$ cat src/rtl/wordle_scorer.sv
// Wordle guess scorer.
// Latches a guess/answer pair on start, marks greens in one cycle, then walks the
// guess positions one per cycle to assign yellows, crediting each answer letter at
// most once. Results are held until the next accepted start.
//
// Ports:
//   clk, rst_n     clock (rising edge), asynchronous active-low reset
//   start_i        score request, only accepted while idle
//   guess_i        player word, letter i at [i*LETTER_W +: LETTER_W]
//   answer_i       target word, same packing
//   busy_o         scoring in progress
//   done_o         one-cycle pulse when results become final
//   valid_o        results valid, from done until the next accepted start
//   greens_o       per-letter exact-position match
//   yellows_o      per-letter present-elsewhere after duplicate accounting
//   win_o          all letters green
//   output_row_o   slot i = {yellows[i], greens[i], guess letter i}
module wordle_scorer #(
  parameter int unsigned NUM_LETTERS = 5,
  parameter int unsigned LETTER_W    = 5
) (
  input  logic                                clk,
  input  logic                                rst_n,
  input  logic                                start_i,
  input  logic [NUM_LETTERS*LETTER_W-1:0]     guess_i,
  input  logic [NUM_LETTERS*LETTER_W-1:0]     answer_i,
  output logic                                busy_o,
  output logic                                done_o,
  output logic                                valid_o,
  output logic [NUM_LETTERS-1:0]              greens_o,
  output logic [NUM_LETTERS-1:0]              yellows_o,
  output logic                                win_o,
  output logic [NUM_LETTERS*(LETTER_W+2)-1:0] output_row_o
);

  localparam int unsigned WordW = NUM_LETTERS * LETTER_W;
  localparam int unsigned SlotW = LETTER_W + 2;
  localparam int unsigned IdxW  = (NUM_LETTERS > 1) ? $clog2(NUM_LETTERS) : 1;
  localparam logic [IdxW-1:0] LastIdx = IdxW'(NUM_LETTERS - 1);

  typedef enum logic [1:0] {StIdle, StGreen, StYellow, StDone} state_e;

  state_e                 state_q, state_d;
  logic [WordW-1:0]       guess_q, guess_d;
  logic [WordW-1:0]       answer_q, answer_d;
  logic [NUM_LETTERS-1:0] greens_q, greens_d;
  logic [NUM_LETTERS-1:0] yellows_q, yellows_d;
  // Answer letters already credited to a green or an earlier yellow.
  logic [NUM_LETTERS-1:0] used_q, used_d;
  logic [IdxW-1:0]        idx_q, idx_d;
  logic                   valid_q, valid_d;
  logic                   win_q, win_d;
  logic                   found;

  logic [LETTER_W-1:0] g_let [NUM_LETTERS];
  logic [LETTER_W-1:0] a_let [NUM_LETTERS];

  for (genvar i = 0; i < NUM_LETTERS; i++) begin : g_unpack
    assign g_let[i] = guess_q[i*LETTER_W +: LETTER_W];
    assign a_let[i] = answer_q[i*LETTER_W +: LETTER_W];
  end

  always_comb begin
    state_d   = state_q;
    guess_d   = guess_q;
    answer_d  = answer_q;
    greens_d  = greens_q;
    yellows_d = yellows_q;
    used_d    = used_q;
    idx_d     = idx_q;
    valid_d   = valid_q;
    win_d     = win_q;
    found     = 1'b0;
    unique case (state_q)
      StIdle: begin
        if (start_i) begin
          guess_d   = guess_i;
          answer_d  = answer_i;
          greens_d  = '0;
          yellows_d = '0;
          used_d    = '0;
          valid_d   = 1'b0;
          win_d     = 1'b0;
          state_d   = StGreen;
        end
      end
      StGreen: begin
        for (int unsigned i = 0; i < NUM_LETTERS; i++) begin
          greens_d[i] = (g_let[i] == a_let[i]);
        end
        used_d  = greens_d;
        idx_d   = '0;
        state_d = StYellow;
      end
      StYellow: begin
        if (!greens_q[idx_q]) begin
          // Lowest uncredited answer position holding this letter wins the credit.
          for (int unsigned j = 0; j < NUM_LETTERS; j++) begin
            if (!found && !used_q[j] && (a_let[j] == g_let[idx_q])) begin
              found     = 1'b1;
              used_d[j] = 1'b1;
            end
          end
          if (found) begin
            yellows_d[idx_q] = 1'b1;
          end
        end
        idx_d = idx_q + 1'b1;
        if (idx_q == LastIdx) begin
          // Results become visible together with the done pulse.
          valid_d = 1'b1;
          win_d   = &greens_q;
          state_d = StDone;
        end
      end
      StDone: begin
        state_d = StIdle;
      end
      default: state_d = StIdle;
    endcase
  end

  always_ff @(posedge clk or negedge rst_n) begin
    if (!rst_n) begin
      state_q   <= StIdle;
      guess_q   <= '0;
      answer_q  <= '0;
      greens_q  <= '0;
      yellows_q <= '0;
      used_q    <= '0;
      idx_q     <= '0;
      valid_q   <= 1'b0;
      win_q     <= 1'b0;
    end else begin
      state_q   <= state_d;
      guess_q   <= guess_d;
      answer_q  <= answer_d;
      greens_q  <= greens_d;
      yellows_q <= yellows_d;
      used_q    <= used_d;
      idx_q     <= idx_d;
      valid_q   <= valid_d;
      win_q     <= win_d;
    end
  end

  assign busy_o    = (state_q != StIdle);
  assign done_o    = (state_q == StDone);
  assign valid_o   = valid_q;
  assign greens_o  = greens_q;
  assign yellows_o = yellows_q;
  assign win_o     = win_q;

  always_comb begin
    output_row_o = '0;
    for (int unsigned i = 0; i < NUM_LETTERS; i++) begin
      output_row_o[i*SlotW +: SlotW] = {yellows_q[i], greens_q[i], g_let[i]};
    end
  end

endmodule

$ cat config.mk
export PLATFORM = sky130hd
export DESIGN_NAME = wordle_scorer
export DESIGN_NICKNAME = d
export VERILOG_FILES = /design/src/rtl/wordle_scorer.sv
export SDC_FILE = /design/constraint.sdc
export NUM_CORES = 1
export LEC_CHECK = 0
export ABC_AREA = 0
export CORE_UTILIZATION = 37
export CTS_CLUSTER_DIAMETER = 100
export DETAILED_ROUTE_END_ITERATION = 7
export PLACE_DENSITY = 0.7
export SYNTH_ARGS = -nofsm -noshare
export SYNTH_HDL_FRONTEND = slang
export SYNTH_SLANG_ARGS = --single-unit
$ cat constraint.sdc
create_clock -name clk -period 3.8 [get_ports clk]
set_input_delay 0.57 -clock clk [delete_from_list [all_inputs] [get_ports clk]]
set_output_delay 0.57 -clock clk [all_outputs]
set_load 0.1 [all_outputs]
Word-level counts from Yosys, hierarchy flattened
Cells that the tools add are included.
- bits in registers: 72
- output and inout port bits: 49
- logic and storage cells: 121
- $add $sub $neg: 1
- order comparisons: 3
- equal/unequal tests: 23
- mux-type cells: 43
- bitwise operators: 2
- reductions and logical operators: 36
- operators by type and width (kind ; number):
    5-bit == test ; 10
    5-bit 2-to-1 mux ; 6
    1-bit 2-to-1 mux ; 25
    4-bit AND reduction ; 6
    5-bit one-hot mux with 2 select lines ; 2
    2-bit inequality test, second input constant ; 9
    5-bit binary-select mux with 3-bit select ; 1
    5-bit one-hot mux with 3 select lines ; 1
    1-bit logical AND ; 10
    1-bit zero test ; 9
    2-bit one-hot mux with 4 select lines ; 1
    2-bit nonzero test ; 4
    3-bit one-hot mux with 2 select lines ; 1
    2-bit AND reduction ; 3
    5-bit bitwise OR ; 1
    5-bit AND reduction ; 1
    2-bit == test, second input constant ; 2
    4-bit greater-or-equal comparator, second input constant ; 1
    3-bit by 4-bit < comparator with 1-bit output, second input constant ; 1
    2-bit 2-to-1 mux ; 2
    3-bit NOT with 4-bit output ; 1
    1-bit one-hot mux with 2 select lines ; 2
    3-bit by 1-bit adder with 3-bit output, second input constant ; 1
    1-bit binary-select mux with 3-bit select ; 1
    other kinds (7) ; 7

Longest topological paths before layout
Gate-level depths: netlist (run 1).
- word-level depth: 36
- mapped depth: 11
- gate-level depth less buffers: 9

Worst setup path before layout (run 1)
No wires, ideal clock.
- path kind: flip-flop to flip-flop
- start point: register guess_q[12]
- end point: register yellows_q[4] (netlist: yellows_o[4])
- library setup time: 0.135 ns
- arrival: 2.478 ns
- path slack: 1.187 ns
- cell stages (with the launch flop): 9
- buffers on the path: 0
- clock period less this slack: 2.613 ns
- cells stage by stage: dfrtp_1 -> mux2_4 -> a22oi_1 -> o21ai_1 -> xnor2_1 -> nand4_1 -> nand4_2 -> nor3_2 -> o21ai_0
- longest elaborated chain between the ends: 34
- elaborated cells on any way between the ends: 38
- classes of those cells: 6 x eq/ne; 18 x mux; 14 x reduce/logical
- ends and longest elaborated chain (item ; line ; source):
    start, declared ; 44 ; logic [WordW-1:0] guess_q, guess_d;
    start signal, assigned ; 136 ; guess_q <= guess_d;
    5-bit binary-select mux with 3-bit select (*) ; 99 ; if (!found && !used_q[j] && (a_let[j] == g_let[idx_q])) begin
    5-bit 2-to-1 mux (not written as such) (*) (2 in a row) ; 99 ;
    5-bit == test ; 99 ;
    1-bit logical AND ; 99 ;
    1-bit 2-to-1 mux ; 99 ;
    1-bit 2-to-1 mux ; 96 ; if (!greens_q[idx_q]) begin
    1-bit 2-to-1 mux ; 74 ; unique case (state_q)
    1-bit zero test ; 99 ;
    [16 not listed] ; n/a ;
    1-bit 2-to-1 mux ; 74 ;
    1-bit zero test ; 99 ;
    1-bit logical AND (2 in a row) ; 99 ;
    1-bit 2-to-1 mux (*) ; 99 ;
    1-bit 2-to-1 mux (*) ; 96 ;
    1-bit 2-to-1 mux (*) ; 74 ;
    2-bit inequality test (no line) (*) ; n/a ;
    4-bit AND reduction (no line) (*) ; n/a ;
    end signal, assigned ; 139 ; yellows_q <= yellows_d;
    end, declared ; 47 ; logic [NUM_LETTERS-1:0] yellows_q, yellows_d;
Every way passes the cells marked *; elsewhere a longest branch is shown, timed or not. The select of a mux whose other input is x is not followed.
A chain may end at the register's enable or synchronous reset.

Worst setup path in the final report (run 1)
- start point: register idx_q[0]
- end point: register yellows_q[4] (netlist: yellows_o[4])
- longest elaborated chain between the ends: 35
- elaborated cells on any way between the ends: 51
- classes of those cells: 2 x order compare; 7 x eq/ne; 25 x mux; 2 x bitwise; 15 x reduce/logical
- ends and longest elaborated chain (item ; line ; source):
    start, declared ; 50 ; logic [IdxW-1:0] idx_q, idx_d;
    start signal, assigned ; 141 ; idx_q <= idx_d;
    3-bit NOT with 4-bit output (not written as such) ; 99 ;
    5-bit binary-select mux with 3-bit select ; 99 ;
    5-bit 2-to-1 mux (not written as such) (2 in a row) ; 99 ;
    5-bit == test ; 99 ;
    1-bit logical AND ; 99 ;
    1-bit 2-to-1 mux ; 99 ;
    1-bit 2-to-1 mux ; 96 ;
    1-bit 2-to-1 mux ; 74 ;
    [17 not listed] ; n/a ;
    1-bit 2-to-1 mux ; 74 ;
    1-bit zero test ; 99 ;
    1-bit logical AND (2 in a row) ; 99 ;
    1-bit 2-to-1 mux ; 99 ;
    1-bit 2-to-1 mux ; 96 ;
    1-bit 2-to-1 mux ; 74 ;
    2-bit inequality test (no line) ; n/a ;
    4-bit AND reduction (no line) ; n/a ;
Several ways; a longest one is shown, not always the timed one. The select of a mux whose other input is x is not followed.

==> flow_results.xml, run 1 <==
<?xml version="1.0" encoding="UTF-8"?>
<metrics>
  <group name="sta">
    <metric name="maxClockFrequency" unit="GHz">0.3457</metric>
    <metric name="timing.max_slew.rel_slack" unit="%">34.12</metric>
    <metric name="timing.final.setup_violations" unit="">0</metric>
    <metric name="final.period_utilization" unit="%">76.12</metric>
    <metric name="rsz0062_at_grt" unit="">false</metric>
    <metric name="final.min_clock_period" unit="ps">2892</metric>
    <metric name="hold_viol" unit="">0</metric>
    <metric name="fin_tns_setup" unit="ps">0</metric>
    <metric name="timing_worst_slew_pin_value" unit="ps">985.1</metric>
    <metric name="fin_skew" unit="ps">9.287</metric>
    <metric name="drv_slew" unit="">0</metric>
  </group>
  <group name="drt">
    <metric name="detailroute.via_count" unit="">2974</metric>
    <metric name="vias_per_cell" unit="">5.163</metric>
    <metric name="drt_first_iter_violations" unit="">112</metric>
    <metric name="firstDrtPassIters" unit="">5</metric>
    <metric name="wl" unit="mm">9.610</metric>
    <metric name="antenna_left" unit="">0</metric>
    <metric name="drt-wirelength-per-cell" unit="um">16.68</metric>
    <metric name="drcViolationCount" unit="">0</metric>
  </group>
  <group name="setup_path">
    <metric name="setup.worst_path.start" unit="">idx_q[0]</metric>
    <metric name="critical_path_top_delay_cell" unit="">sky130_fd_sc_hd__dfrtp_1</metric>
    <metric name="critPathLaunchType" unit="">flop</metric>
    <metric name="setup.worst_path.end" unit="">yellows_o[4]</metric>
    <metric name="worst_ep_arrival_time" unit="ps">3110</metric>
    <metric name="cp_cell_sequence" unit="">mux2_4 &gt; a22oi_1 &gt; mux2i_1 &gt; nor3_2 &gt; nand4_1 &gt; nand4_2 &gt; nor3_2 &gt; o21ai_0</metric>
    <metric name="cp_top_family" unit="">flip-flops</metric>
    <metric name="timing.critical_path.required" unit="ps">4020</metric>
    <metric name="timing.critical_path.slowest_cell_delay" unit="ps">840</metric>
    <metric name="setup.reg_to_reg.worst_slack" unit="ps">910</metric>
    <metric name="critical_path_peak_fanout" unit="">16</metric>
    <metric name="rr_startpoint" unit="">idx_q[0]</metric>
    <metric name="worstSetupPathDepth" unit="">8</metric>
    <metric name="critical_path_class" unit="">flop to flop</metric>
    <metric name="kind_of_end_point_of_the_critical_path" unit="">flop</metric>
    <metric name="regToRegEndpoint" unit="">yellows_o[4]</metric>
    <metric name="most_numerous_cell_on_the_critical_path" unit="">sky130_fd_sc_hd__nor3_2</metric>
    <metric name="timing.critical_path.buf_inv" unit="">0</metric>
    <metric name="r2r_cells" unit="">8</metric>
  </group>
  <group name="clock_tree">
    <metric name="cts.root.buffer_cell" unit="">sky130_fd_sc_hd__clkbuf_8</metric>
    <metric name="cts_hold_buf" unit="">0</metric>
    <metric name="worstSkewPairLatency" unit="ps">350</metric>
    <metric name="post_cts.repair.setup_buffers" unit="">0</metric>
    <metric name="cts_buffers" unit="">9</metric>
    <metric name="tritoncts" unit="">yes</metric>
    <metric name="ctsLongestPathBuffers" unit="">2</metric>
    <metric name="cts-resized-gates" unit="">0</metric>
    <metric name="worst_setup_hold_path_clk_slew" unit="ps">80</metric>
    <metric name="cts_max_level" unit="">3</metric>
    <metric name="clock_sinks" unit="">72</metric>
  </group>
  <group name="layout">
    <metric name="final.fill_count" unit="">970</metric>
    <metric name="final_nets" unit="">495</metric>
    <metric name="layout.cells.most_common" unit="">sky130_fd_sc_hd__clkdlybuf4s50_1</metric>
    <metric name="antenna_cells_inserted" unit="">0</metric>
    <metric name="drive_gt1_share" unit="%">21.59</metric>
    <metric name="most_frequent_cells_in_the_layout" unit="">99 x sky130_fd_sc_hd__clkdlybuf4s50_1, 72 x sky130_fd_sc_hd__dfrtp_1, 57 x sky130_fd_sc_hd__mux2_2</metric>
    <metric name="area_growth" unit="%">30.68</metric>
  </group>
  <group name="outcome">
    <metric name="status" unit="">finished clean</metric>
  </group>
  <group name="synth">
    <metric name="ys_dominant_reg_cell" unit="">sky130_fd_sc_hd__dfrtp_1</metric>
    <metric name="synth_cell_type_count" unit="">50</metric>
    <metric name="mappedNetlistNets" unit="">406</metric>
    <metric name="yosys_register_bits" unit="">72</metric>
    <metric name="most_area_hungry_cell_type_in_the_yosys_netlist" unit="">sky130_fd_sc_hd__dfrtp_1</metric>
    <metric name="syn-instance-count" unit="">347</metric>
    <metric name="synth_top_area_share" unit="%">45.03</metric>
    <metric name="share_of_synthesized_flip_flops_with_an_asynchronous_set_or_reset" unit="%">100.0</metric>
    <metric name="synth-edff-count" unit="">0</metric>
    <metric name="synth.yosys.warnings" unit="">0</metric>
    <metric name="synth.cell_area" unit="mm^2">0.004001</metric>
    <metric name="post_synth.cell_area_avg" unit="um^2">11.53</metric>
    <metric name="synth.yosys.seq_area_share" unit="%">45.03</metric>
    <metric name="synthTopCellsByArea" unit="">sky130_fd_sc_hd__dfrtp_1 45%, sky130_fd_sc_hd__mux2_2 16%, sky130_fd_sc_hd__xor2_1 6.6%, sky130_fd_sc_hd__xnor2_1 2.8%, sky130_fd_sc_hd__o21ai_0 2.4%</metric>
  </group>
  <group name="placement">
    <metric name="detailedPlacementHpwl" unit="mm">7.240</metric>
    <metric name="port-buffer-count" unit="">101</metric>
    <metric name="gp_routability_congestion" unit="">0.8596</metric>
  </group>
  <group name="worst_hold_path">
    <metric name="hold_path.class" unit="">primary input to asynchronous set/reset pin</metric>
  </group>
  <group name="global_routing">
    <metric name="grt_antenna_before_repair" unit="">0</metric>
    <metric name="grt_start_max_net_pins" unit="">73</metric>
    <metric name="first_global_vias" unit="">3030</metric>
    <metric name="leftover_overflow_at_the_end_of_global_routing" unit="">0</metric>
    <metric name="global_route.usage.total" unit="%">18.06</metric>
    <metric name="global_route_wire_length_before_repair" unit="mm">15.64</metric>
  </group>
  <group name="floorplan">
    <metric name="fp.dieArea" unit="mm^2">0.01123</metric>
    <metric name="io_pins" unit="">102</metric>
    <metric name="placementRows" unit="">37</metric>
    <metric name="placeable_core_area" unit="mm^2">0.01042</metric>
    <metric name="floorplan.die.height" unit="um">106.0</metric>
    <metric name="floorplan.initialDensity" unit="%">38.41</metric>
    <metric name="floorplan.die.width" unit="um">106.0</metric>
  </group>
  <group name="job">
    <metric name="drv.max_cap_violation_count" unit="">0</metric>
  </group>
</metrics>
-- Yosys cell counts (all sizes together) (7+ instances only) --
| cell | number |
|---|---|
| nor2 | 13 |
| o21ai | 20 |
| a21oi | 8 |
| clkbuf | 10 |
| nand2 | 14 |
| xor2 | 30 |
| nand3 | 7 |
| mux2 | 61 |
| dfrtp | 72 |
| nor3 | 8 |
| mux2i | 7 |
| nand4 | 8 |
| buf | 16 |
| inv | 8 |
| xnor2 | 13 |
-- cells by family (layout without fill, tap and decap cells) --
group | Yosys count | in the layout | share of synthesized area (%)
AO/OA/AOI/OAI | 51 | 51 | 8.725
AND/OR/NAND/NOR | 73 | 73 | 10.76
flip-flops | 72 | 72 | 45.03
adder cells (fa/ha/maj) | 6 | 6 | 1.876
XOR/XNOR | 43 | 43 | 9.412
buffers and inverters | 34 | 127 | 4.909
multiplexers | 68 | 68 | 19.29
-- through the flow --
stage / instances / cell area [um^2] / hold slack [ps] / utilization [%] / setup slack, ps
after floorplan: 347 / 4001 / 274.4 / - / 1187
after global routing: 576 / 5229 / 502.5 / 50.20 / 704.2
after global placement: 561 / 5034 / 480.3 / 48.32 / 1029
after detailed placement: 561 / 5034 / 490.0 / 48.32 / 887.2
after CTS: 576 / 5229 / 466.2 / 50.20 / 887.0
final: 576 / 5229 / 423.0 / 50.20 / 907.5
-- worst min path at each step --
| stage | from | to | slack [ps] | cells past startpoint |
|---|---|---|---|---|
| CTS | rst_n | valid_o | 470 | 2 |
| detailed placement | win_o | win_o | 490 | 1 |
| global placement | win_o | win_o | 480 | 1 |
| finish | rst_n | state_q[1] | 420 | 2 |
| global route | rst_n | state_q[1] | 500 | 2 |
| floorplan | rst_n | answer_q[0] | 270 | 0 |
-- worst reg2reg max path, cell delays in order, from the launching register on --
cell and delay, ps:
sky130_fd_sc_hd__dfrtp_1 840, sky130_fd_sc_hd__mux2_4 360, sky130_fd_sc_hd__a22oi_1 380, sky130_fd_sc_hd__mux2i_1 290, sky130_fd_sc_hd__nor3_2 70, sky130_fd_sc_hd__nand4_1 150, sky130_fd_sc_hd__nand4_2 160, sky130_fd_sc_hd__nor3_2 360
sky130_fd_sc_hd__o21ai_0 160
-- routing by layer --
layer,GRT usage [%],vias to the layer above,wire [um]
li1,-,1412,-
met4,4.663,0,97
met1,23.55,1465,4293
met2,29.69,87,4798
met3,4.782,10,421
met5,0,-,0
-- flip-flops by register name, summed over array words and instances, names as in the netlist, 2 cells and up --
name	count
state_q	2
idx_q	3
greens_o	5
yellows_o	5
used_q	5
guess_q	25
answer_q	25
-- area by class of cell --
| class | count | area, um^2 | share of cell area (%) |
|---|---|---|---|
| Timing Repair Buffer | 104 | 1026 | 19.62 |
| Multi-Input combinational cell | 241 | 2006 | 38.36 |
| Sequential cell | 72 | 1802 | 34.46 |
| Inverter | 8 | 30.03 | 0.5743 |
| Tap cell | 136 | 170.2 | 3.254 |
| Clock buffer | 9 | 123.9 | 2.369 |
| Clock inverter | 6 | 71.32 | 1.364 |
Power of run 1 is not shown: default switching activity piles up to over one toggle a cycle in this logic, so the estimate is an artifact.
==> run 2: changes to the inputs <==
==> constraint.sdc (replaced) <==
create_clock -name clk -period 2.8 [get_ports clk]
set_input_delay 0.42 -clock clk [delete_from_list [all_inputs] [get_ports clk]]
set_output_delay 0.42 -clock clk [all_outputs]
set_load 0.1 [all_outputs]
==> flow_results.xml, run 2 (synthesis gave the netlist of run 1 again) <==
<?xml version="1.0" encoding="UTF-8"?>
<metrics>
  <group name="setup_path">
    <metric name="critical_path_peak_fanout" unit="">8</metric>
    <metric name="timing.critical_path.required" unit="ps">3030</metric>
    <metric name="critical_path_class" unit="">flop to flop</metric>
    <metric name="setup.worst_path.start" unit="">idx_q[1]</metric>
    <metric name="kind_of_end_point_of_the_critical_path" unit="">flop</metric>
    <metric name="critPathLaunchType" unit="">flop</metric>
    <metric name="rr_startpoint" unit="">idx_q[1]</metric>
    <metric name="worst_ep_arrival_time" unit="ps">2800</metric>
  </group>
  <group name="drt">
    <metric name="drt_first_iter_violations" unit="">134</metric>
    <metric name="drcViolationCount" unit="">0</metric>
    <metric name="antenna_left" unit="">0</metric>
    <metric name="drt-wirelength-per-cell" unit="um">16.81</metric>
    <metric name="vias_per_cell" unit="">5.137</metric>
    <metric name="detailroute.via_count" unit="">3010</metric>
    <metric name="wl" unit="mm">9.852</metric>
    <metric name="firstDrtPassIters" unit="">4</metric>
  </group>
  <group name="sta">
    <metric name="rsz0062_at_grt" unit="">false</metric>
    <metric name="drv_slew" unit="">0</metric>
    <metric name="fin_skew" unit="ps">8.700</metric>
    <metric name="timing_worst_slew_pin_value" unit="ps">711.3</metric>
    <metric name="maxClockFrequency" unit="GHz">0.3881</metric>
    <metric name="final.period_utilization" unit="%">92.03</metric>
    <metric name="hold_viol" unit="">0</metric>
    <metric name="timing.final.setup_violations" unit="">0</metric>
    <metric name="fin_tns_setup" unit="ps">0</metric>
    <metric name="timing.max_slew.rel_slack" unit="%">52.58</metric>
    <metric name="final.min_clock_period" unit="ps">2577</metric>
  </group>
  <group name="global_routing">
    <metric name="grt_antenna_before_repair" unit="">0</metric>
    <metric name="global_route_wire_length_before_repair" unit="mm">16.01</metric>
    <metric name="first_global_vias" unit="">3048</metric>
    <metric name="leftover_overflow_at_the_end_of_global_routing" unit="">0</metric>
    <metric name="grt_start_max_net_pins" unit="">42</metric>
    <metric name="global_route.usage.total" unit="%">18.55</metric>
  </group>
  <group name="job">
    <metric name="drv.max_cap_violation_count" unit="">0</metric>
  </group>
  <group name="floorplan">
    <metric name="io_pins" unit="">102</metric>
    <metric name="floorplan.die.height" unit="um">106.0</metric>
    <metric name="floorplan.initialDensity" unit="%">38.41</metric>
    <metric name="floorplan.die.width" unit="um">106.0</metric>
    <metric name="fp.dieArea" unit="mm^2">0.01123</metric>
    <metric name="placeable_core_area" unit="mm^2">0.01042</metric>
    <metric name="placementRows" unit="">37</metric>
  </group>
  <group name="layout">
    <metric name="layout.cells.most_common" unit="">sky130_fd_sc_hd__dfrtp_1</metric>
    <metric name="most_frequent_cells_in_the_layout" unit="">71 x sky130_fd_sc_hd__dfrtp_1, 61 x sky130_fd_sc_hd__buf_4, 57 x sky130_fd_sc_hd__mux2_2</metric>
    <metric name="drive_gt1_share" unit="%">34.22</metric>
    <metric name="top_regs" unit="">answer_q (25), guess_q (25)</metric>
    <metric name="area_growth" unit="%">31.24</metric>
    <metric name="antenna_cells_inserted" unit="">0</metric>
    <metric name="final_nets" unit="">505</metric>
  </group>
  <group name="placement">
    <metric name="port-buffer-count" unit="">101</metric>
    <metric name="gp_routability_congestion" unit="">0.8517</metric>
    <metric name="detailedPlacementHpwl" unit="mm">7.692</metric>
  </group>
  <group name="outcome">
    <metric name="status" unit="">finished clean</metric>
  </group>
  <group name="clock_tree">
    <metric name="worstSkewPairLatency" unit="ps">360</metric>
    <metric name="worst_setup_hold_path_clk_slew" unit="ps">80</metric>
    <metric name="cts_hold_buf" unit="">0</metric>
    <metric name="ctsLongestPathBuffers" unit="">2</metric>
    <metric name="cts_buffers" unit="">9</metric>
    <metric name="tritoncts" unit="">yes</metric>
    <metric name="clock_sinks" unit="">72</metric>
    <metric name="cts_max_level" unit="">3</metric>
    <metric name="cts.root.buffer_cell" unit="">sky130_fd_sc_hd__clkbuf_8</metric>
  </group>
  <group name="worst_hold_path">
    <metric name="hold_path.class" unit="">primary input to asynchronous set/reset pin</metric>
  </group>
</metrics>
run 2: changes by cell type in the layout (fill, tap and decap cells not counted), sizes merged:
| cell | change |
|---|---|
| buf | +58 |
| bufinv | +2 |
| clkbuf | +1 |
| clkinv | -3 |
| clkdlybuf4s50 | -48 |
run 2: repair_timing:
action / CTS / global route
buffers inserted: 0 / 2
endpoints found under the setup margin: 0 / 5
resized for setup: 0 / 2
run 2: worst max-delay path, stage by stage, from the launching register on:
cell	delay [ps]
sky130_fd_sc_hd__dfrtp_1	500
sky130_fd_sc_hd__nor2b_1	220
sky130_fd_sc_hd__buf_4	200
sky130_fd_sc_hd__a31oi_1	290
sky130_fd_sc_hd__nand2_1	260
sky130_fd_sc_hd__xnor2_1	190
sky130_fd_sc_hd__nand4_1	150
sky130_fd_sc_hd__nand4_2	190
sky130_fd_sc_hd__nor3_4	300
sky130_fd_sc_hd__o21ai_0	150
run 2: final timing paths:
check                      cells after the start  slack [ps]           end
max in group asynchronous                      2        2020      idx_q[0]
hold / removal                                 1         110   answer_q[1]
setup / recovery                               9         220  yellows_o[4]
hold reg to reg                                1         500         win_o
setup reg to reg                               9         220  yellows_o[4]
min in group clk                               1         500         win_o
run 2: per-stage QoR:
| step | setup WS (ps) | std cells | utilization [%] | hold slack (ps) | instance area (um^2) |
|---|---|---|---|---|---|
| finish | 223.1 | 586 | 50.41 | 107.3 | 5251 |
| global route | 45.38 | 586 | 50.41 | 174.3 | 5251 |
| CTS | 70.58 | 584 | 50.20 | 131.8 | 5229 |
| detailed placement | 86.30 | 569 | 47.87 | 484.6 | 4986 |
| global placement | 188.7 | 569 | 47.87 | 480.2 | 4986 |
| floorplan | 187.0 | 347 | - | 124.4 | 4001 |
run 2: area by class of cell:
cell class	count	area [um^2]
repair buffers	114	993.5
inverters	8	30.03
flip-flops and latches	72	1803
clock buffers	10	137.6
clock inverters	5	105.1
fillers	987	5165
multi-input cells	241	2012
well taps	136	170.2
run 2: layer usage:
| metal | wire, um | GRT usage, % | part of all wire (%) | vias up |
|---|---|---|---|---|
| met5 | 0 | 0 | 0 | - |
| met2 | 4866 | 31.61 | 49 | 106 |
| met4 | 126 | 6.845 | 1.3 | 0 |
| met1 | 4311 | 23.54 | 44 | 1466 |
| met3 | 548 | 3.188 | 5.6 | 12 |
| li1 | - | - | - | 1426 |
Power of run 2 is left out for the same reason.
==> run 3: changes to the inputs <==
--- a/config.mk
+++ b/config.mk
@@ -6,6 +6,7 @@
 export NUM_CORES = 1
 export LEC_CHECK = 0
 export ABC_AREA = 0
+export CORE_MARGIN = 3
 export CORE_UTILIZATION = 37
 export CTS_CLUSTER_DIAMETER = 100
 export DETAILED_ROUTE_END_ITERATION = 7
==> flow_results.xml, run 3 (synthesis gave the netlist of run 1 again) <==
<?xml version="1.0" encoding="UTF-8"?>
<metrics>
  <group name="sta">
    <metric name="maxClockFrequency" unit="GHz">0.3885</metric>
    <metric name="hold_viol" unit="">0</metric>
    <metric name="final.period_utilization" unit="%">91.92</metric>
    <metric name="fin_skew" unit="ps">13.53</metric>
    <metric name="timing_worst_slew_pin_value" unit="ps">753.7</metric>
    <metric name="drv_slew" unit="">0</metric>
    <metric name="fin_tns_setup" unit="ps">0</metric>
    <metric name="timing.final.setup_violations" unit="">0</metric>
    <metric name="timing.max_slew.rel_slack" unit="%">49.75</metric>
    <metric name="rsz0062_at_grt" unit="">false</metric>
    <metric name="final.min_clock_period" unit="ps">2574</metric>
  </group>
  <group name="drt">
    <metric name="detailroute.via_count" unit="">3012</metric>
    <metric name="antenna_left" unit="">0</metric>
    <metric name="wl" unit="mm">9.927</metric>
    <metric name="vias_per_cell" unit="">5.140</metric>
    <metric name="drt-wirelength-per-cell" unit="um">16.94</metric>
    <metric name="firstDrtPassIters" unit="">4</metric>
    <metric name="drt_first_iter_violations" unit="">96</metric>
    <metric name="drcViolationCount" unit="">0</metric>
  </group>
  <group name="clock_tree">
    <metric name="clock_sinks" unit="">72</metric>
    <metric name="cts.root.buffer_cell" unit="">sky130_fd_sc_hd__clkbuf_8</metric>
    <metric name="worstSkewPairLatency" unit="ps">340</metric>
    <metric name="cts_hold_buf" unit="">0</metric>
    <metric name="worst_setup_hold_path_clk_slew" unit="ps">80</metric>
    <metric name="tritoncts" unit="">yes</metric>
    <metric name="ctsLongestPathBuffers" unit="">2</metric>
    <metric name="cts_buffers" unit="">9</metric>
    <metric name="cts_max_level" unit="">3</metric>
  </group>
  <group name="layout">
    <metric name="drive_gt1_share" unit="%">34.00</metric>
    <metric name="most_frequent_cells_in_the_layout" unit="">71 x sky130_fd_sc_hd__dfrtp_1, 60 x sky130_fd_sc_hd__buf_4, 57 x sky130_fd_sc_hd__mux2_2</metric>
    <metric name="antenna_cells_inserted" unit="">0</metric>
    <metric name="layout.cells.most_common" unit="">sky130_fd_sc_hd__dfrtp_1</metric>
    <metric name="area_growth" unit="%">30.43</metric>
    <metric name="top_regs" unit="">answer_q (25), guess_q (25)</metric>
    <metric name="final_nets" unit="">504</metric>
    <metric name="final_cell_area_excluding_filler_cells" unit="mm^2">0.005219</metric>
  </group>
  <group name="global_routing">
    <metric name="global_route.usage.total" unit="%">17.21</metric>
    <metric name="grt_antenna_before_repair" unit="">0</metric>
    <metric name="global_route_wire_length_before_repair" unit="mm">16.10</metric>
    <metric name="leftover_overflow_at_the_end_of_global_routing" unit="">0</metric>
    <metric name="first_global_vias" unit="">3134</metric>
    <metric name="grt_start_max_net_pins" unit="">33</metric>
  </group>
  <group name="setup_path">
    <metric name="critical_path_class" unit="">flop to flop</metric>
    <metric name="critPathLaunchType" unit="">flop</metric>
    <metric name="cp_cell_sequence" unit="">buf_4 &gt; mux2_4 &gt; a22oi_1 &gt; buf_4 &gt; mux2i_1 &gt; nor3_2 &gt; nand4_1 &gt; nand4_2 &gt; nor3_4 &gt; o21ai_0</metric>
    <metric name="timing.critical_path.required" unit="ps">3000</metric>
    <metric name="most_numerous_cell_on_the_critical_path" unit="">sky130_fd_sc_hd__buf_4</metric>
    <metric name="critical_path_top_delay_cell" unit="">sky130_fd_sc_hd__dfrtp_2</metric>
    <metric name="cp_top_family" unit="">simple AND/OR/NAND/NOR gates</metric>
    <metric name="worst_ep_arrival_time" unit="ps">2780</metric>
    <metric name="rr_startpoint" unit="">idx_q[0]</metric>
    <metric name="setup.reg_to_reg.worst_slack" unit="ps">230</metric>
    <metric name="regToRegEndpoint" unit="">yellows_o[4]</metric>
    <metric name="kind_of_end_point_of_the_critical_path" unit="">flop</metric>
    <metric name="r2r_cells" unit="">10</metric>
    <metric name="timing.critical_path.buf_inv" unit="">2</metric>
    <metric name="critical_path_peak_fanout" unit="">12</metric>
    <metric name="timing.critical_path.slowest_cell_delay" unit="ps">530</metric>
  </group>
  <group name="floorplan">
    <metric name="floorplan.die.height" unit="um">110.0</metric>
    <metric name="floorplan.initialDensity" unit="%">38.41</metric>
    <metric name="io_pins" unit="">102</metric>
    <metric name="placementRows" unit="">37</metric>
    <metric name="placeable_core_area" unit="mm^2">0.01042</metric>
    <metric name="fp.dieArea" unit="mm^2">0.01210</metric>
    <metric name="floorplan.die.width" unit="um">110.0</metric>
  </group>
  <group name="placement">
    <metric name="placement.cell_area" unit="mm^2">0.004994</metric>
    <metric name="port-buffer-count" unit="">101</metric>
    <metric name="detailedPlacementHpwl" unit="mm">7.747</metric>
    <metric name="gp_routability_congestion" unit="">0.8750</metric>
  </group>
  <group name="outcome">
    <metric name="status" unit="">finished clean</metric>
  </group>
  <group name="job">
    <metric name="drv.max_cap_violation_count" unit="">0</metric>
  </group>
  <group name="worst_hold_path">
    <metric name="hold_path.class" unit="">primary input to asynchronous set/reset pin</metric>
  </group>
</metrics>
## run 3: changes by cell type in the layout (fill, tap and decap cells not counted)
| cell | before | now |
|---|---|---|
| sky130_fd_sc_hd__buf_4 | 61 | 60 |
| sky130_fd_sc_hd__bufinv_16 | 3 | 1 |
| sky130_fd_sc_hd__clkbuf_1 | 0 | 1 |
| sky130_fd_sc_hd__clkbuf_8 | 10 | 13 |
| sky130_fd_sc_hd__clkinv_2 | 0 | 1 |
| sky130_fd_sc_hd__clkinvlp_4 | 2 | 0 |
## run 3: worst reg2reg max path, stage by stage, from the launching register on
cell                      delay, ps
sky130_fd_sc_hd__dfrtp_2        530
sky130_fd_sc_hd__buf_4          200
sky130_fd_sc_hd__mux2_4         290
sky130_fd_sc_hd__a22oi_1        140
sky130_fd_sc_hd__buf_4          180
sky130_fd_sc_hd__mux2i_1        240
sky130_fd_sc_hd__nor3_2          70
sky130_fd_sc_hd__nand4_1        150
sky130_fd_sc_hd__nand4_2        190
sky130_fd_sc_hd__nor3_4         300
sky130_fd_sc_hd__o21ai_0        150
## run 3: layout make-up
type                            instances  area, um^2
Tap cell                              136       170.2
Clock buffer                           14       182.7
Sequential cell                        72        1803
Fill cell                             927        5197
Timing Repair Buffer                  113       985.9
Inverter                                8       30.03
Multi-Input combinational cell        241        2012
Clock inverter                          2       35.03
## run 3: worst max-delay path by stage
stage                      from            to  slack, ps  cells after the start
finish                 idx_q[0]  yellows_o[4]        230                     10
global route           idx_q[2]  yellows_o[0]         30                      9
CTS                    idx_q[0]  yellows_o[4]         40                     10
detailed placement     idx_q[0]  yellows_o[4]         60                     10
global placement       idx_q[0]  yellows_o[4]        180                     10
floorplan           guess_q[12]  yellows_o[4]        190                      8
## run 3: stage by stage
step,hold WS (ps),setup WS [ps],std cells,util (%)
after floorplan,124.4,187.0,347,-
after global placement,481.2,180.6,570,47.94
after detailed placement,483.8,55.47,570,47.94
after CTS,150.5,40.62,586,50.03
after global routing,189.9,31.06,586,50.10
final,136.6,226.3,586,50.10
## run 3: layer usage
metal / vias to the layer above / GRT usage (%) / share of wire (%)
met3: 15 / 4.019 / 5.4
met5: - / 0 / 0
met1: 1476 / 22.72 / 44
met2: 95 / 27.69 / 49
met4: 0 / 6.055 / 2.1
li1: 1426 / - / -
## run 3: repair_timing
action / in CTS / in global routing
setup buffers: 0 / 0
gates resized for setup: 0 / 2
hold endpoints to repair: 0 / 0
setup endpoints to repair: 0 / 5
Power of run 3 is left out for the same reason.
